File: src/rtl/sram_arb_ctrl_if.sv
// Requester-side bus of the SRAM arbiter: two request ports plus shared read-return path.
// The master modport is the requester side, the slave modport is the controller side.
interface sram_arb_ctrl_if #(
  parameter int ADDR_W = 22,
  parameter int DATA_W = 16
);
  logic              req_a;
  logic              req_b;
  logic              we_a;
  logic              we_b;
  logic [1:0]        be_a;
  logic [1:0]        be_b;
  logic [ADDR_W-1:0] addr_a;
  logic [ADDR_W-1:0] addr_b;
  logic [DATA_W-1:0] wdata_a;
  logic [DATA_W-1:0] wdata_b;
  logic              gnt_a;
  logic              gnt_b;
  logic              rvalid_a;
  logic              rvalid_b;
  logic [DATA_W-1:0] rdata;
  logic              busy;

  modport master (
    output req_a, req_b, we_a, we_b, be_a, be_b, addr_a, addr_b, wdata_a, wdata_b,
    input  gnt_a, gnt_b, rvalid_a, rvalid_b, rdata, busy
  );

  modport slave (
    input  req_a, req_b, we_a, we_b, be_a, be_b, addr_a, addr_b, wdata_a, wdata_b,
    output gnt_a, gnt_b, rvalid_a, rvalid_b, rdata, busy
  );
endinterface

File: src/rtl/sram_arb_ctrl.sv
// Round-robin two-port arbiter and access sequencer for an external asynchronous SRAM.
// Every pin and handshake output is a flop loaded from the next-state decode.
module sram_arb_ctrl #(
  parameter int ADDR_W  = 22,
  parameter int DATA_W  = 16,
  parameter int RD_WAIT = 3,
  parameter int WR_WAIT = 3,
  parameter int TURN    = 1
) (
  input  logic              clk,
  input  logic              rst_n,
  sram_arb_ctrl_if.slave    bus,
  output logic [ADDR_W-1:0] sram_addr,
  output logic [DATA_W-1:0] sram_dq_o,
  output logic              sram_dq_oe,
  input  logic [DATA_W-1:0] sram_dq_i,
  output logic              sram_ce_n,
  output logic              sram_oe_n,
  output logic              sram_we_n,
  output logic              sram_ce2,
  output logic              sram_lb_n,
  output logic              sram_ub_n
);
  typedef enum logic [2:0] {
    ST_IDLE  = 3'd0,
    ST_SETUP = 3'd1,
    ST_RD    = 3'd2,
    ST_WR    = 3'd3,
    ST_HOLD  = 3'd4,
    ST_TURN  = 3'd5
  } state_t;

  localparam logic [3:0] RD_LAST   = 4'(RD_WAIT - 1);
  localparam logic [3:0] WR_LAST   = 4'(WR_WAIT - 1);
  localparam logic [3:0] TURN_LAST = 4'(TURN - 1);
  localparam logic       TURN_EN   = (TURN != 0);

  state_t            state_r, state_nxt_s;
  logic [3:0]        cnt_r, cnt_nxt_s;
  logic              last_b_r, last_b_nxt_s;
  logic              port_b_r, port_b_nxt_s;
  logic              we_r, we_nxt_s;
  logic [ADDR_W-1:0] addr_r, addr_nxt_s;
  logic [DATA_W-1:0] dq_o_r, dq_o_nxt_s;
  logic              dq_oe_r, dq_oe_nxt_s;
  logic              ce_n_r, ce_n_nxt_s;
  logic              ce2_r, ce2_nxt_s;
  logic              oe_n_r, oe_n_nxt_s;
  logic              we_n_r, we_n_nxt_s;
  logic              lb_n_r, lb_n_nxt_s;
  logic              ub_n_r, ub_n_nxt_s;
  logic              gnt_a_r, gnt_a_nxt_s;
  logic              gnt_b_r, gnt_b_nxt_s;
  logic              rvalid_a_r, rvalid_a_nxt_s;
  logic              rvalid_b_r, rvalid_b_nxt_s;
  logic [DATA_W-1:0] rdata_r, rdata_nxt_s;
  logic              busy_r;

  // B wins only when A is absent or A was the last port served.
  logic              win_b_s;
  logic              win_we_s;
  logic [1:0]        win_be_s;
  logic [ADDR_W-1:0] win_addr_s;
  logic [DATA_W-1:0] win_wdata_s;

  assign win_b_s     = bus.req_b & (~bus.req_a | ~last_b_r);
  assign win_we_s    = win_b_s ? bus.we_b    : bus.we_a;
  assign win_be_s    = win_b_s ? bus.be_b    : bus.be_a;
  assign win_addr_s  = win_b_s ? bus.addr_b  : bus.addr_a;
  assign win_wdata_s = win_b_s ? bus.wdata_b : bus.wdata_a;

  // Next-state decode; pin values are those of the state being entered.
  always_comb begin
    state_nxt_s    = state_r;
    cnt_nxt_s      = cnt_r;
    last_b_nxt_s   = last_b_r;
    port_b_nxt_s   = port_b_r;
    we_nxt_s       = we_r;
    addr_nxt_s     = addr_r;
    dq_o_nxt_s     = dq_o_r;
    dq_oe_nxt_s    = dq_oe_r;
    ce_n_nxt_s     = ce_n_r;
    ce2_nxt_s      = ce2_r;
    oe_n_nxt_s     = oe_n_r;
    we_n_nxt_s     = we_n_r;
    lb_n_nxt_s     = lb_n_r;
    ub_n_nxt_s     = ub_n_r;
    gnt_a_nxt_s    = 1'b0;
    gnt_b_nxt_s    = 1'b0;
    rvalid_a_nxt_s = 1'b0;
    rvalid_b_nxt_s = 1'b0;
    rdata_nxt_s    = rdata_r;
    case (state_r)
      ST_IDLE: begin
        if (bus.req_a | bus.req_b) begin
          state_nxt_s  = ST_SETUP;
          port_b_nxt_s = win_b_s;
          last_b_nxt_s = win_b_s;
          we_nxt_s     = win_we_s;
          addr_nxt_s   = win_addr_s;
          dq_o_nxt_s   = win_we_s ? win_wdata_s : dq_o_r;
          dq_oe_nxt_s  = win_we_s;
          ce_n_nxt_s   = 1'b0;
          ce2_nxt_s    = 1'b1;
          lb_n_nxt_s   = win_we_s ? ~win_be_s[0] : 1'b0;
          ub_n_nxt_s   = win_we_s ? ~win_be_s[1] : 1'b0;
          cnt_nxt_s    = win_we_s ? WR_LAST : RD_LAST;
          gnt_a_nxt_s  = ~win_b_s;
          gnt_b_nxt_s  = win_b_s;
        end else begin
          state_nxt_s = ST_IDLE;
        end
      end
      ST_SETUP: begin
        if (we_r) begin
          state_nxt_s = ST_WR;
          we_n_nxt_s  = 1'b0;
        end else begin
          state_nxt_s = ST_RD;
          oe_n_nxt_s  = 1'b0;
        end
      end
      ST_RD: begin
        if (cnt_r == 4'd0) begin
          state_nxt_s    = ST_HOLD;
          oe_n_nxt_s     = 1'b1;
          rdata_nxt_s    = sram_dq_i;
          rvalid_a_nxt_s = ~port_b_r;
          rvalid_b_nxt_s = port_b_r;
        end else begin
          cnt_nxt_s = cnt_r - 4'd1;
        end
      end
      ST_WR: begin
        if (cnt_r == 4'd0) begin
          state_nxt_s = ST_HOLD;
          we_n_nxt_s  = 1'b1;
        end else begin
          cnt_nxt_s = cnt_r - 4'd1;
        end
      end
      ST_HOLD: begin
        ce_n_nxt_s  = 1'b1;
        ce2_nxt_s   = 1'b0;
        lb_n_nxt_s  = 1'b1;
        ub_n_nxt_s  = 1'b1;
        dq_oe_nxt_s = 1'b0;
        if (TURN_EN) begin
          state_nxt_s = ST_TURN;
          cnt_nxt_s   = TURN_LAST;
        end else begin
          state_nxt_s = ST_IDLE;
        end
      end
      ST_TURN: begin
        if (cnt_r == 4'd0) begin
          state_nxt_s = ST_IDLE;
        end else begin
          cnt_nxt_s = cnt_r - 4'd1;
        end
      end
      default: begin
        state_nxt_s = ST_IDLE;
        ce_n_nxt_s  = 1'b1;
        ce2_nxt_s   = 1'b0;
        oe_n_nxt_s  = 1'b1;
        we_n_nxt_s  = 1'b1;
        lb_n_nxt_s  = 1'b1;
        ub_n_nxt_s  = 1'b1;
        dq_oe_nxt_s = 1'b0;
      end
    endcase
  end

  // State, transaction context and registered pin/handshake outputs.
  always_ff @(posedge clk or negedge rst_n) begin
    if (!rst_n) begin
      state_r    <= ST_IDLE;
      cnt_r      <= 4'd0;
      last_b_r   <= 1'b1;
      port_b_r   <= 1'b0;
      we_r       <= 1'b0;
      addr_r     <= '0;
      dq_o_r     <= '0;
      dq_oe_r    <= 1'b0;
      ce_n_r     <= 1'b1;
      ce2_r      <= 1'b0;
      oe_n_r     <= 1'b1;
      we_n_r     <= 1'b1;
      lb_n_r     <= 1'b1;
      ub_n_r     <= 1'b1;
      gnt_a_r    <= 1'b0;
      gnt_b_r    <= 1'b0;
      rvalid_a_r <= 1'b0;
      rvalid_b_r <= 1'b0;
      rdata_r    <= '0;
      busy_r     <= 1'b0;
    end else begin
      state_r    <= state_nxt_s;
      cnt_r      <= cnt_nxt_s;
      last_b_r   <= last_b_nxt_s;
      port_b_r   <= port_b_nxt_s;
      we_r       <= we_nxt_s;
      addr_r     <= addr_nxt_s;
      dq_o_r     <= dq_o_nxt_s;
      dq_oe_r    <= dq_oe_nxt_s;
      ce_n_r     <= ce_n_nxt_s;
      ce2_r      <= ce2_nxt_s;
      oe_n_r     <= oe_n_nxt_s;
      we_n_r     <= we_n_nxt_s;
      lb_n_r     <= lb_n_nxt_s;
      ub_n_r     <= ub_n_nxt_s;
      gnt_a_r    <= gnt_a_nxt_s;
      gnt_b_r    <= gnt_b_nxt_s;
      rvalid_a_r <= rvalid_a_nxt_s;
      rvalid_b_r <= rvalid_b_nxt_s;
      rdata_r    <= rdata_nxt_s;
      busy_r     <= (state_nxt_s != ST_IDLE);
    end
  end

  assign sram_addr    = addr_r;
  assign sram_dq_o    = dq_o_r;
  assign sram_dq_oe   = dq_oe_r;
  assign sram_ce_n    = ce_n_r;
  assign sram_ce2     = ce2_r;
  assign sram_oe_n    = oe_n_r;
  assign sram_we_n    = we_n_r;
  assign sram_lb_n    = lb_n_r;
  assign sram_ub_n    = ub_n_r;
  assign bus.gnt_a    = gnt_a_r;
  assign bus.gnt_b    = gnt_b_r;
  assign bus.rvalid_a = rvalid_a_r;
  assign bus.rvalid_b = rvalid_b_r;
  assign bus.rdata    = rdata_r;
  assign bus.busy     = busy_r;
endmodule

File: src/flat_wrapper.sv
// flat-port wrapper written by rule: the top's interface ports become plain ports
module sram_arb_ctrl_flat 
#(
  parameter int ADDR_W  = 22,
  parameter int DATA_W  = 16,
  parameter int RD_WAIT = 3,
  parameter int WR_WAIT = 3,
  parameter int TURN    = 1
)
  (clk, rst_n, sram_addr, sram_dq_o, sram_dq_oe, sram_dq_i, sram_ce_n, sram_oe_n, sram_we_n, sram_ce2, sram_lb_n, sram_ub_n, bus_req_a, bus_req_b, bus_we_a, bus_we_b, bus_be_a, bus_be_b, bus_addr_a, bus_addr_b, bus_wdata_a, bus_wdata_b, bus_gnt_a, bus_gnt_b, bus_rvalid_a, bus_rvalid_b, bus_rdata, bus_busy);
  sram_arb_ctrl_if #(.ADDR_W(ADDR_W), .DATA_W(DATA_W)) bus_i ();
  input  logic clk;
  input  logic rst_n;
  output logic [ADDR_W-1:0] sram_addr;
  output logic [DATA_W-1:0] sram_dq_o;
  output logic sram_dq_oe;
  input  logic [DATA_W-1:0] sram_dq_i;
  output logic sram_ce_n;
  output logic sram_oe_n;
  output logic sram_we_n;
  output logic sram_ce2;
  output logic sram_lb_n;
  output logic sram_ub_n;
  input wire logic [$bits(bus_i.req_a)-1:0] bus_req_a;
  input wire logic [$bits(bus_i.req_b)-1:0] bus_req_b;
  input wire logic [$bits(bus_i.we_a)-1:0] bus_we_a;
  input wire logic [$bits(bus_i.we_b)-1:0] bus_we_b;
  input wire logic [$bits(bus_i.be_a)-1:0] bus_be_a;
  input wire logic [$bits(bus_i.be_b)-1:0] bus_be_b;
  input wire logic [$bits(bus_i.addr_a)-1:0] bus_addr_a;
  input wire logic [$bits(bus_i.addr_b)-1:0] bus_addr_b;
  input wire logic [$bits(bus_i.wdata_a)-1:0] bus_wdata_a;
  input wire logic [$bits(bus_i.wdata_b)-1:0] bus_wdata_b;
  output wire logic [$bits(bus_i.gnt_a)-1:0] bus_gnt_a;
  output wire logic [$bits(bus_i.gnt_b)-1:0] bus_gnt_b;
  output wire logic [$bits(bus_i.rvalid_a)-1:0] bus_rvalid_a;
  output wire logic [$bits(bus_i.rvalid_b)-1:0] bus_rvalid_b;
  output wire logic [$bits(bus_i.rdata)-1:0] bus_rdata;
  output wire logic [$bits(bus_i.busy)-1:0] bus_busy;
  assign bus_i.req_a = bus_req_a;
  assign bus_i.req_b = bus_req_b;
  assign bus_i.we_a = bus_we_a;
  assign bus_i.we_b = bus_we_b;
  assign bus_i.be_a = bus_be_a;
  assign bus_i.be_b = bus_be_b;
  assign bus_i.addr_a = bus_addr_a;
  assign bus_i.addr_b = bus_addr_b;
  assign bus_i.wdata_a = bus_wdata_a;
  assign bus_i.wdata_b = bus_wdata_b;
  assign bus_gnt_a = bus_i.gnt_a;
  assign bus_gnt_b = bus_i.gnt_b;
  assign bus_rvalid_a = bus_i.rvalid_a;
  assign bus_rvalid_b = bus_i.rvalid_b;
  assign bus_rdata = bus_i.rdata;
  assign bus_busy = bus_i.busy;
  sram_arb_ctrl #(.ADDR_W(ADDR_W), .DATA_W(DATA_W), .RD_WAIT(RD_WAIT), .WR_WAIT(WR_WAIT), .TURN(TURN)) u_core (.clk(clk), .rst_n(rst_n), .bus(bus_i), .sram_addr(sram_addr), .sram_dq_o(sram_dq_o), .sram_dq_oe(sram_dq_oe), .sram_dq_i(sram_dq_i), .sram_ce_n(sram_ce_n), .sram_oe_n(sram_oe_n), .sram_we_n(sram_we_n), .sram_ce2(sram_ce2), .sram_lb_n(sram_lb_n), .sram_ub_n(sram_ub_n));
endmodule
File: config.mk
export PLATFORM = sky130hd
export DESIGN_NAME = sram_arb_ctrl_flat
export DESIGN_NICKNAME = d
export VERILOG_FILES = /design/src/rtl/sram_arb_ctrl_if.sv /design/src/rtl/sram_arb_ctrl.sv /design/src/flat_wrapper.sv
export SDC_FILE = /design/constraint.sdc
export NUM_CORES = 1
export LEC_CHECK = 0
export CORE_ASPECT_RATIO = 0.8
export CORE_MARGIN = 5
export CORE_UTILIZATION = 38
export CTS_BUF_LIST = sky130_fd_sc_hd__clkbuf_4 sky130_fd_sc_hd__clkbuf_8
export DETAILED_ROUTE_END_ITERATION = 8
export GPL_TIMING_DRIVEN = 0
export HOLD_SLACK_MARGIN = 0.15
export PLACE_DENSITY = 0.83
export SYNTH_ARGS = -nofsm -noshare
export SYNTH_HDL_FRONTEND = slang
export SYNTH_SLANG_ARGS = --single-unit
File: constraint.sdc
create_clock -name clk -period 2.01 [get_ports clk]
set_input_delay 0.201 -clock clk [delete_from_list [all_inputs] [get_ports clk]]
set_output_delay 0.201 -clock clk [all_outputs]
set_load 0.05 [all_outputs]
==> impl_results.md <==
- Status: finished, final reports clean
- Layout Cell Area excl Fill: 0.00576 sq mm
- Final period util: 0.989
- Gpl congestion: approximately 0.78
- Via/cell ratio: 4.96
- Max-cap viol count: 0
- Final Hold Fails: 0
- Ports: 168
- Startpoint Class: register
- Worst Path Max Fanout: 6
- Routed WL: about 10,000 um
- Initial DRC count: 120
- RSZ-0062 raised after global routing: yes
- Area grow syn2layout: 64.9%
- Synth warn: 0
- Port bufs: 167
- Die X: 117 um
- Initial antenna violation count: 0
- Post-DP HPWL: roughly 7600 um
- Drt wl/cell: 16.5 um
- Non-Filler Instances: 634
- Clock sink count: 76
- DP Area: 0.00534 sq mm
- Sequential-to-total area share from yosys stat: 0.547
- CTS Buffer Depth: 2
- CTS tree: yes
- Crit Path Category: reg2reg
- Clk Latency, worst-skew pair: 0.35 ns
- Via count: 3,146
- Vias in the first global route: roughly 3,300
- PD cells: 1760 mW/mm^2
- Total CTS buffers: 9
- Grt ovf: 0
- DIE AREA: 0.0112 sq mm
- Worst Setup End Kind: register
- CP peak stage delay: 0.45 ns
- Worst Skew: 0.00924 ns
- Highest Clock Rate: 503 MHz
- Max-slew violation count: 0
- Ratio of cells with drive above 1 in the final layout: 0.177
- Mean Syn Cell Area: 10.8 sq um
- Number of remaining DRC errors: 0
- Leak pwr: 2.50 nW
- Hold WC Path Type: in2async
- Largest net degree at the start of global routing: 75
- CP arrival: about 2.2 ns
- First-pass GRT wire length: 16,300 um
- Final worst path period need: 1.99 ns
- Placed insts: 605
- Cell variety after synth: 40
- Least-Margin Pin Slew: 0.663 ns
- Syn Nets: 425
- Floorplan core area: roughly 0.0090 sq mm
- Flops & latches, synth: 76
- H-tree depth: 3
- Gate Count Post-Synth: 322
- Slowest cell on crit path: or3_4
- CTS clk-pin slew, worst paths: 0.08 ns
- Initial Util: 0.388
- Final setup fails: 0
- Post-Syn Area: 0.00349 sq mm
- Root buffer selected by CTS: clkbuf_8
- Worst slew margin relative to its limit: 0.553
- Peak supply drop: 0.985 mV
- Drt pass-1 iters: 6
- GRT Util Overall: 0.187
- Number of nets in the layout: 617
- Cell row count: 31
- Util after Layout: 0.640
- Antenna-violating nets left: 0
- DIE HEIGHT: between 90 and 100 um
- Ant diodes: 0
- Worst-path cell chain: inv_2 > ha_4 > or3b_4 > or3_4 > buf_4 > mux2_2
- Required time worst endpoint: about 2.2 ns
stage by stage:
stage	setup TNS, ns	setup slack, ns	hold WS, ns	power [W]
3_5_place_dp	-12.66	-0.377	0.00499	0.00866
5_1_grt	-1.08	-0.0709	0.201	0.0107
6_report	0	0.0212	0.190	0.0101
4_1_cts	-0.0916	-0.0199	0.177	0.0101
2_1_floorplan	-0.100	-0.0125	-0.0946	0.00663
3_3_place_gp	-147.45	-1.85	0.473	0.00851
Yosys cell counts (all sizes together):
| cell | count | area share |
|---|---|---|
| nand2 | 74 | 0.080 |
| dfrtp | 70 | 0.50 |
| mux2 | 32 | 0.11 |
| nor2 | 31 | 0.033 |
| a221o | 22 | 0.063 |
| clkbuf | 13 | 0.014 |
| buf | 8 | 0.024 |
| inv | 8 | 0.0086 |
| a21oi | 6 | 0.012 |
| dfstp | 6 | 0.045 |
| o21ai | 6 | 0.0086 |
| nor3b | 5 | 0.011 |
| a21boi | 3 | 0.0064 |
| a21o | 3 | 0.0064 |
| nand2b | 3 | 0.0054 |
| nand3 | 3 | 0.0043 |
| nor3 | 3 | 0.0043 |
| o211ai | 3 | 0.0064 |
| or3 | 3 | 0.0054 |
| a22oi | 2 | 0.0043 |
| nor2b | 2 | 0.0036 |
| o21bai | 2 | 0.0043 |
| o32a | 2 | 0.0057 |
| a2111o | 1 | 0.0032 |
| a211oi | 1 | 0.0022 |
| a21bo | 1 | 0.0029 |
| a2bb2oi | 1 | 0.0025 |
| and2 | 1 | 0.0018 |
| ha | 1 | 0.0036 |
| mux2i | 1 | 0.0029 |
| nand4bb | 1 | 0.0032 |
| o21a | 1 | 0.0022 |
| o31ai | 1 | 0.0022 |
| or2 | 1 | 0.0025 |
| or3b | 1 | 0.0025 |
layout make-up:
cell class / instances / area (sq um)
Fill cell: 736 / 3240
Sequential cell: 76 / 1910
Timing Repair Buffer: 187 / 1890
Multi-Input combinational cell: 217 / 1490
Tap cell: 115 / 144
Clock buffer: 10 / 138
Buffer: 15 / 88.8
Clock inverter: 6 / 72.6
Inverter: 8 / 30.0
worst max-delay path: cells and delay by family (launching register included):
kind                     cells  cell delay (ns)
flip-flops                   1             0.40
multiplexers                 1             0.27
AND/OR/NAND/NOR              2             0.82
adder cells (fa/ha/maj)      1             0.13
buffers and inverters        2             0.25
power by group:
| part | switching [W] | internal [W] | leakage, nW | total, W |
|---|---|---|---|---|
| Sequential | 0.000453 | 0.00231 | 0.915 | 0.00276 |
| Clock | 0.000601 | 0.000618 | 0.103 | 0.00122 |
| Combinational | 0.00367 | 0.00250 | 1.48 | 0.00617 |
flip-flops by register name, summed over array words and instances (netlist names), 3 cells and up:
signal / flops
u_core.bus.rdata: 16
u_core.cnt_r: 4
u_core.sram_addr: 22
u_core.sram_dq_o: 16
u_core.state_r: 3
what timing repair did:
item                                   CTS  global route
endpoints found under the hold margin   70             0
buffers inserted                         8             8
hold buffers                             1             0
pin swaps                                2             4
setup endpoints to repair               48            49
gates cloned                             0             2
gates resized for setup                 15            11
layout by cell type (no fill, tap or decap), types with 2 or more instances in the layout:
cell type / instances
mux2_2: 16
o21bai_1: 2
o21ai_0: 6
clkbuf_2: 2
inv_2: 2
clkbuf_8: 10
o211ai_1: 3
nand2b_1: 3
a221o_1: 22
nand3_1: 3
clkbuf_1: 8
nand2_1: 74
nor2_1: 31
clkbuf_16: 2
buf_2: 2
clkinv_4: 3
nor3b_1: 5
a21oi_1: 5
mux2_4: 16
inv_1: 6
buf_4: 14
o32a_1: 2
clkdlybuf4s50_1: 166
dfrtp_1: 70
dfstp_2: 6
a21boi_0: 3
or3_4: 2
buf_6: 3
nor3_1: 2
a21o_1: 3
final timing paths:
path	start	endpoint	slack, ns	cells past startpoint
worst max-delay path	u_core.cnt_r[1]$_DFFE_PN0P_	u_core.bus.rdata[1]$_DFFE_PN0P_	0.02	6
worst min-delay path	rst_n	u_core.bus.rdata[15]$_DFFE_PN0P_	0.19	2
worst max register to register	u_core.cnt_r[1]$_DFFE_PN0P_	u_core.bus.rdata[1]$_DFFE_PN0P_	0.02	6
worst min register to register	u_core.port_b_r$_DFFE_PN0P_	u_core.bus.rvalid_a$_DFF_PN0_	0.48	1
max in group asynchronous	rst_n	u_core.sram_lb_n$_DFFE_PN1P_	1.26	3
min in group clk	bus_addr_b[12]	u_core.sram_addr[12]$_DFFE_PN0P_	0.45	2
cell families (layout without fill, tap and decap cells):
family                     after synthesis  in the layout  synth area share
and+or+nand+nor                        128            128             0.157
DFF                                     76             76             0.547
AOI/OAI and AO/OA                       55             55             0.132
muxes                                   33             33             0.115
buffers and inverters                   29            226            0.0462
adders and majority gates                1              1           0.00358
layer usage:
metal  wire (um)  global-route usage
met2        5150               0.304
met4         214              0.0707
met5           0                   0
met3         918              0.0679
met1        4200               0.228
Power figures use the tool's default switching activity.
